<file path="src/rtl/hw_accel_cmd_ctrl.sv">
// Register-mapped command controller: decodes CPU writes, launches one compute engine,
// times it, captures the result and raises a level interrupt; serves single-beat reads.
module hw_accel_cmd_ctrl #(
  parameter int                    ADDR_WIDTH  = 32,
  parameter int                    DATA_WIDTH  = 32,
  parameter logic [DATA_WIDTH-1:0] TIMEOUT_RST = 32'h000F_4240
) (
  input  logic                    axi_aclk,
  input  logic                    axi_reset,
  input  logic                    usr_we,
  input  logic [ADDR_WIDTH-1:0]   usr_waddr,
  input  logic [DATA_WIDTH-1:0]   usr_wdata,
  input  logic                    usr_re,
  input  logic [ADDR_WIDTH-1:0]   usr_raddr,
  output logic [DATA_WIDTH-1:0]   usr_rdata,
  output logic                    usr_rvalid,
  output logic                    eng_start_valid,
  input  logic                    eng_start_ready,
  output logic [4*DATA_WIDTH-1:0] eng_args,
  input  logic                    eng_done,
  input  logic [DATA_WIDTH-1:0]   eng_result,
  output logic                    eng_abort,
  output logic                    irq
);

  // state | meaning
  // IDLE  | no operation in flight, START accepted
  // ISSUE | start request presented, waiting for eng_start_ready
  // RUN   | engine running, CYCLES counting, watching done/timeout
  typedef enum logic [1:0] {
    ST_IDLE  = 2'd0,
    ST_ISSUE = 2'd1,
    ST_RUN   = 2'd2
  } state_t;

  localparam logic [3:0] A_CTRL    = 4'd0;
  localparam logic [3:0] A_STATUS  = 4'd1;
  localparam logic [3:0] A_ARG0    = 4'd2;
  localparam logic [3:0] A_ARG1    = 4'd3;
  localparam logic [3:0] A_ARG2    = 4'd4;
  localparam logic [3:0] A_ARG3    = 4'd5;
  localparam logic [3:0] A_RESULT  = 4'd6;
  localparam logic [3:0] A_CYCLES  = 4'd7;
  localparam logic [3:0] A_TIMEOUT = 4'd8;

  state_t state, state_nxt;

  logic                  irq_en;
  logic                  flag_done, flag_timeout, flag_overrun;
  logic [DATA_WIDTH-1:0] arg0, arg1, arg2, arg3;
  logic [DATA_WIDTH-1:0] result, cycles, timeout;
  logic                  re_q;
  logic [DATA_WIDTH-1:0] rd_mux;

  logic [3:0] widx, ridx;
  logic       wr_ctrl, wr_status, start_go, busy, to_hit, done_hit, abort_hit;
  logic       unused_addr;

  assign widx        = usr_waddr[5:2];
  assign ridx        = usr_raddr[5:2];
  assign unused_addr = ^{usr_waddr[ADDR_WIDTH-1:6], usr_waddr[1:0],
                         usr_raddr[ADDR_WIDTH-1:6], usr_raddr[1:0]};

  assign busy      = (state != ST_IDLE);
  assign wr_ctrl   = usr_we && (widx == A_CTRL);
  assign wr_status = usr_we && (widx == A_STATUS);
  assign start_go  = wr_ctrl && usr_wdata[0] && !busy;
  assign to_hit    = (timeout != '0) && (cycles == timeout - DATA_WIDTH'(1));
  assign done_hit  = (state == ST_RUN) && eng_done;
  // done wins over a coincident timeout; reset suppresses the abort pulse
  assign abort_hit = (state == ST_RUN) && !eng_done && to_hit && !axi_reset;

  always_ff @(posedge axi_aclk) begin
    if (axi_reset) state <= ST_IDLE;
    else           state <= state_nxt;
  end

  always_comb begin
    state_nxt       = state;
    eng_start_valid = 1'b0;
    eng_abort       = 1'b0;
    case (state)
      ST_IDLE:  if (start_go) state_nxt = ST_ISSUE;
      ST_ISSUE: begin
        eng_start_valid = 1'b1;
        if (eng_start_ready) state_nxt = ST_RUN;
      end
      ST_RUN: begin
        if (eng_done) begin
          state_nxt = ST_IDLE;
        end else if (abort_hit) begin
          eng_abort = 1'b1;
          state_nxt = ST_IDLE;
        end
      end
      default: state_nxt = ST_IDLE;
    endcase
  end

  always_ff @(posedge axi_aclk) begin
    if (axi_reset) begin
      irq_en       <= 1'b0;
      flag_done    <= 1'b0;
      flag_timeout <= 1'b0;
      flag_overrun <= 1'b0;
      arg0         <= '0;
      arg1         <= '0;
      arg2         <= '0;
      arg3         <= '0;
      result       <= '0;
      cycles       <= '0;
      timeout      <= TIMEOUT_RST;
      eng_args     <= '0;
      irq          <= 1'b0;
    end else begin
      if (wr_ctrl) irq_en <= usr_wdata[1];
      if (usr_we) begin
        case (widx)
          A_ARG0:    arg0    <= usr_wdata;
          A_ARG1:    arg1    <= usr_wdata;
          A_ARG2:    arg2    <= usr_wdata;
          A_ARG3:    arg3    <= usr_wdata;
          A_TIMEOUT: timeout <= usr_wdata;
          default: ;
        endcase
      end
      if (start_go) begin
        eng_args <= {arg3, arg2, arg1, arg0};
        cycles   <= '0;
      end else if ((state == ST_RUN) && (cycles != '1)) begin
        cycles <= cycles + DATA_WIDTH'(1);
      end
      if (done_hit) result <= eng_result;
      // hardware set beats a coincident W1C
      flag_done    <= done_hit  | (flag_done    & ~(wr_status & usr_wdata[1]));
      flag_timeout <= abort_hit | (flag_timeout & ~(wr_status & usr_wdata[2]));
      flag_overrun <= (wr_ctrl & usr_wdata[0] & busy)
                    | (flag_overrun & ~(wr_status & usr_wdata[3]));
      irq <= irq_en & (flag_done | flag_timeout | flag_overrun);
    end
  end

  always_comb begin
    rd_mux = '0;
    case (ridx)
      A_CTRL:    rd_mux = {{(DATA_WIDTH-2){1'b0}}, irq_en, 1'b0};
      A_STATUS:  rd_mux = {{(DATA_WIDTH-4){1'b0}}, flag_overrun, flag_timeout, flag_done, busy};
      A_ARG0:    rd_mux = arg0;
      A_ARG1:    rd_mux = arg1;
      A_ARG2:    rd_mux = arg2;
      A_ARG3:    rd_mux = arg3;
      A_RESULT:  rd_mux = result;
      A_CYCLES:  rd_mux = cycles;
      A_TIMEOUT: rd_mux = timeout;
      default:   rd_mux = '0;
    endcase
  end

  // one read pulse per rising edge of the usr_re level
  always_ff @(posedge axi_aclk) begin
    if (axi_reset) begin
      re_q       <= 1'b0;
      usr_rvalid <= 1'b0;
      usr_rdata  <= '0;
    end else begin
      re_q       <= usr_re;
      usr_rvalid <= 1'b0;
      if (usr_re && !re_q) begin
        usr_rvalid <= 1'b1;
        usr_rdata  <= rd_mux;
      end
    end
  end

endmodule

</file>
<file path="config.mk">
export PLATFORM = sky130hd
export DESIGN_NAME = hw_accel_cmd_ctrl
export DESIGN_NICKNAME = d
export VERILOG_FILES = /design/src/rtl/hw_accel_cmd_ctrl.sv
export SDC_FILE = /design/constraint.sdc
export NUM_CORES = 1
export LEC_CHECK = 0
export BUFFER_PORTS_ARGS = -buffer_cell sky130_fd_sc_hd__buf_2
export CORE_MARGIN = 3
export CORE_UTILIZATION = 60
export DETAILED_ROUTE_END_ITERATION = 7
export GPL_ROUTABILITY_DRIVEN = 0
export PLACE_DENSITY = 0.9
export SYNTH_ARGS = -nofsm -noshare
export SYNTH_HDL_FRONTEND = slang
export SYNTH_SLANG_ARGS = --single-unit
</file>
<file path="constraint.sdc">
create_clock -name axi_aclk -period 7.4 [get_ports axi_aclk]
set_clock_uncertainty 0.15 [all_clocks]
set_input_delay 0.74 -clock axi_aclk [delete_from_list [all_inputs] [get_ports axi_aclk]]
set_output_delay 0.74 -clock axi_aclk [all_outputs]
set_load 0.03 [all_outputs]
</file>
# Word level (Yosys, flattened, before mapping)
# Cells that the tools add are included.
# word_totals
register_bits	393
inputBits	134
out_inout_bits	164
elab_cells	95
# classes
n_addsub	2
eq_ne	21
mux	11
bitwise_logic	17
n_reduce_logical	27
# op_table
op	count
one-hot mux 32 bit (9 select lines)	1
adder 32 x 1 -> 32 bit, second input constant	1
== test 32 bit	1
!= test 32 bit, second input constant	1
nonzero test 32 bit	1
subtractor 32 x 1 -> 32 bit, second input constant	1
== test 4 x 3 -> 1 bit, second input constant	6
== test 4 x 2 -> 1 bit, second input constant	4
logical AND 1 bit	11
AND reduction 2 bit	5
AND 1 bit	9
== test 4 x 1 -> 1 bit, second input constant	2
== test 4 bit, second input constant	2
logical NOT 4 bit	2
two-way mux 2 bit	4
one-hot mux 2 bit (3 select lines)	1
two-way mux 1 bit	5
bitwise OR 1 bit	5
logical NOT 1 bit	4
!= test 2 bit, second input constant	2
!= test 3 bit, second input constant	1
inverter 1 bit	3
AND reduction 3 bit	1
== test 2 x 1 -> 1 bit, second input constant	1
other kinds (4)	4

# Depth between registers and ports, before layout
# logic_depth
ltp_word	8
depth_mapped	11
mapped_depth_nobuf	10

# Least setup slack after synthesis
# OpenSTA, ideal clock, no wires.
# synth_timing
path_type	register to output
start	reg timeout[0]
end	out eng_abort
arrival_time_ns	3.194
required_ns	6.510
slack_ns	3.316
path_stages_with_launch	12
n_path_buf	1
path_cell_list	dfxtp_1 inv_1 ha_1 or4b_1 clkbuf_1 nor3_1 nor3b_1 mux2i_1 nor4b_1 nand4_1 or4_4 inv_1
# synth_via
elab_chain_cells	8
word_cells_on_any_way	9
classes_between	add/sub: 1; eq/ne: 1; mux: 3; reduce/logical: 4
# synth_rtl
item	line_no	text
start, declared	51	logic [DATA_WIDTH-1:0] result, cycles, timeout;
start signal, assigned	123	A_TIMEOUT: timeout <= usr_wdata;
subtractor 32 x 1 -> 32 bit	68	assign to_hit = (timeout != '0) && (cycles == timeout - DATA_WIDTH'(1));
== test 32 bit	68	
logical AND 1 bit (*)	68	
logical AND 1 bit (*) (2 in a row)	71	assign abort_hit = (state == ST_RUN) && !eng_done && to_hit && !axi_reset;
two-way mux 1 bit (*)	91	end else if (abort_hit) begin
two-way mux 1 bit (*)	89	if (eng_done) begin
two-way mux 1 bit (*)	82	case (state)
end, declared	22	output logic eng_abort,
# Mark *: on every way between the ends. The rest lies on a longest branch, timed or not.

# Final worst setup path
# Same ends and word-level chain as after synthesis.

==> out/results.ini <==
[worst_setup_path]
crit_path_start_kind = flop
worstPathRequired_ns = 6.51
cp.arrival_ns = 4.44
worstSetupPathType = reg2out
setup.worst_path.end_class = output pin
r2r_start = timeout[0]$_SDFFE_PP0P_
r2r_cells = 10
rr_endpoint = flag_timeout$_SDFF_PP0_
rrSetupSlack_ns = 3.44
critPathMaxFanout = 9

[cells_and_area]
layout.area.seq_mm2 = 0.00787
layout.nets = 2366
syn_to_final_growth_pct = 15.1
final_common_cell = nand2_1
layout_common_cells = 674 x nand2_1, 393 x dfxtp_1, 356 x a21oi_1, 240 x buf_2, 83 x nor2_1
drive_gt1_frac = 0.156
fillerInstances = 1871
fin_util = 0.712
multiInputGateArea_mm2 = 0.00781

[synthesis]
synthFlopType = dfxtp_1
synth_mux_area_frac = 0.00315
synth-xor-area-share = 0.0393
seq_area_frac_synth = 0.483
synth_top_family_by_area = simple AND/OR/NAND/NOR gates
async_flop_share = 0
yosys.area_share.simple = 0.245
synth.cell_area_mm2 = 0.0163
synth_nets = 2232
synth_edf_count = 0
synthCells = 2096
syn_area_per_cell_um2 = 7.77
ys_warn_count = 0
netlist-cell-type-count = 63
synth_compound_area_frac = 0.187
ys_seq_elements = 393
synthAdderAreaFrac = 0.00154

[global_routing]
overflow = 0
grt_pass1_vias = 15400
grt_max_degree = 163
grt_pass1_wl_mm = 81.4
antenna_found_initial = 6
track_usage = 0.347

[drt]
routed_via_density = 6.37
route.detailed.drc = 0
ant_nets = 0
num_vias = 16600
wl_per_cell_um = 20.5
drtIter0Drc = 2574
drt-total-wl_mm = 53.4
dr.pass1.iters = 8

[clock_tree]
cts.clk_slew.worst_paths_ns = 0.06
cts_sinks = 393
cts_resized = 0
cts_root_buf = clkbuf_16
numCtsBuffers = 39
cts_tree = done
clk_latency_ns = 0.55
cts_setup_buffers = 0
cts_hold_buf = 0
clk_path_buf_depth = 3
cts-htree-levels = 2

[power_and_ir_drop]
p_switching_mw = 0.998
power_density_mw_per_mm2 = 226
pwr-share-clk = 0.453
p_int_mw = 3.24
seq_power_share = 0.505
ir_drop_mv = 0.156
power.total_mw = 4.24
p_sw_frac = 0.235
p_leak_nw = 6.70
p_comb_frac = 0.042

[die]
die_w_um = 171
die-area_mm2 = 0.0292
die_h_um = 171
start_util = 0.618
rows = 59
coreArea_mm2 = 0.0264
io_pins = 298

[sta]
worst_slack_ns = 2.07
min_period_ns = 5.33
post-route-period-util = 0.720
worst_pin_slew_ns = 1.30
slew_headroom = 0.131
fmax_mhz = 188
finalMaxSlewViolations = 0
setup_viol = 0
rsz0062_at_grt = no
hold_viol_final = 0
fin_setup_tns_ns = 0

[placed_design]
place_ws_ns = 2.77
dp_hpwl_mm = 34.9
io_buffer_count = 241

[worst_hold_path]
hold_start = re_q$_SDFF_PP0_
hold_path_depth = 1
holdPathEnd = usr_rvalid$_SDFF_PP0_
min_path_type = reg2reg

[flow_run]
drv_cap = 0

[outcome]
status = finished, final reports clean

==> state kept, by name (all words and copies together) (netlist names), 2 cells and up <==
| name | flops |
|---|---|
| timeout | 32 |
| arg3 | 32 |
| usr_rdata | 32 |
| state | 2 |
| arg1 | 32 |
| cycles | 32 |
| result | 32 |
| eng_args | 128 |
| arg0 | 32 |
| arg2 | 32 |
==> logic make-up (layout without fill, tap and decap cells) <==
family | Yosys count | count (layout)
AO/OA/AOI/OAI | 519 | 519
buffers and inverters | 178 | 341
AND/OR/NAND/NOR | 926 | 926
XOR/XNOR | 73 | 73
adder cells (fa/ha/maj) | 2 | 2
flip-flops | 393 | 393
multiplexers | 5 | 5
other | 0 | 9
==> cell usage after synthesis (2+ instances only) <==
cell type | number | share of area
a31oi_1 | 38 | 0.015
nor4b_1 | 3 | 0.0016
or3_1 | 14 | 0.0054
nor3b_1 | 9 | 0.0041
mux2i_1 | 4 | 0.0025
nand4b_1 | 2 | 0.0011
and3_1 | 3 | 0.0012
and4_1 | 3 | 0.0016
inv_1 | 11 | 0.0025
o21ai_0 | 13 | 0.0040
nand2_1 | 675 | 0.16
or2_2 | 3 | 0.0012
a221oi_1 | 2 | 0.0011
nand3_1 | 13 | 0.0040
a21oi_1 | 356 | 0.11
nand2b_1 | 11 | 0.0042
xor2_1 | 34 | 0.018
dfxtp_1 | 393 | 0.48
nand4_1 | 19 | 0.0073
o31ai_1 | 4 | 0.0018
or4_1 | 5 | 0.0023
a22oi_1 | 58 | 0.027
nor3_1 | 28 | 0.0086
and4b_1 | 2 | 0.0012
nor4_1 | 14 | 0.0054
o311ai_0 | 3 | 0.0016
clkbuf_1 | 160 | 0.037
buf_2 | 4 | 0.0012
nor2_1 | 85 | 0.020
or4_4 | 2 | 0.0014
ha_1 | 2 | 0.0015
a222oi_1 | 31 | 0.019
nor2b_1 | 6 | 0.0023
xnor2_1 | 39 | 0.021
a31o_2 | 2 | 0.0011
buf_1 | 2 | 0.00046
nand3b_1 | 13 | 0.0060
and2_1 | 3 | 0.0012
or4b_1 | 3 | 0.0018
==> power by group through the flow <==
stage               logic, mW  clock network (mW)  registers (mW)
CTS                     0.168                1.92            2.14
global placement        0.163                   0            2.19
global route            0.185                2.00            2.14
detailed placement      0.166                   0            2.19
floorplan              0.0980                   0            2.19
finish                  0.177                1.92            2.14
==> through the flow <==
step | hold slack, ns | cell area (µm²) | std cells
2_1_floorplan | 0.233 | 16300 | 2096
3_3_place_gp | 0.240 | 17500 | 2524
3_5_place_dp | 0.250 | 17500 | 2524
4_1_cts | 0.262 | 18700 | 2594
5_1_grt | 0.290 | 18700 | 2599
6_report | 0.262 | 18800 | 2603
==> worst max-delay path by stage <==
stage | start | end | slack [ns] | depth (start not counted)
global placement | timeout[0]$_SDFFE_PP0P_ | eng_abort | 2.87 | 11
floorplan | timeout[0]$_SDFFE_PP0P_ | eng_abort | 3.32 | 11
global route | timeout[0]$_SDFFE_PP0P_ | eng_abort | 1.83 | 11
detailed placement | timeout[0]$_SDFFE_PP0P_ | eng_abort | 2.77 | 11
CTS | timeout[0]$_SDFFE_PP0P_ | eng_abort | 2.20 | 11
finish | timeout[0]$_SDFFE_PP0P_ | eng_abort | 2.07 | 11
==> critical path: stages, from the launching register on <==
cell and delay, ns:
dfxtp_1 0.39, inv_1 0.09, ha_1 0.22, or4b_1 0.63
nor3_1 0.58, nor3b_1 0.38, mux2i_1 0.27, nor4b_1 0.29
nand4_1 0.15, or4_4 0.61, inv_1 0.09, buf_2 0.19
==> cell type report <==
type,instances,area share
antenna,9,0.00120
clock buffer,53,0.0575
clock inverter,17,0.00841
inverter,11,0.00220
multi-input combinational,1525,0.416
sequential,393,0.420
tap,335,0.0224
timing repair buffer,260,0.0725
==> per-layer routing <==
layer	vias to the layer above	GRT usage	part of all wire
li1	7412	-	-
met1	7628	0.454	0.37
met2	1260	0.531	0.44
met3	267	0.102	0.14
met4	2	0.160	0.054
met5	-	0	0.00024
Power figures use the tool's default switching activity.
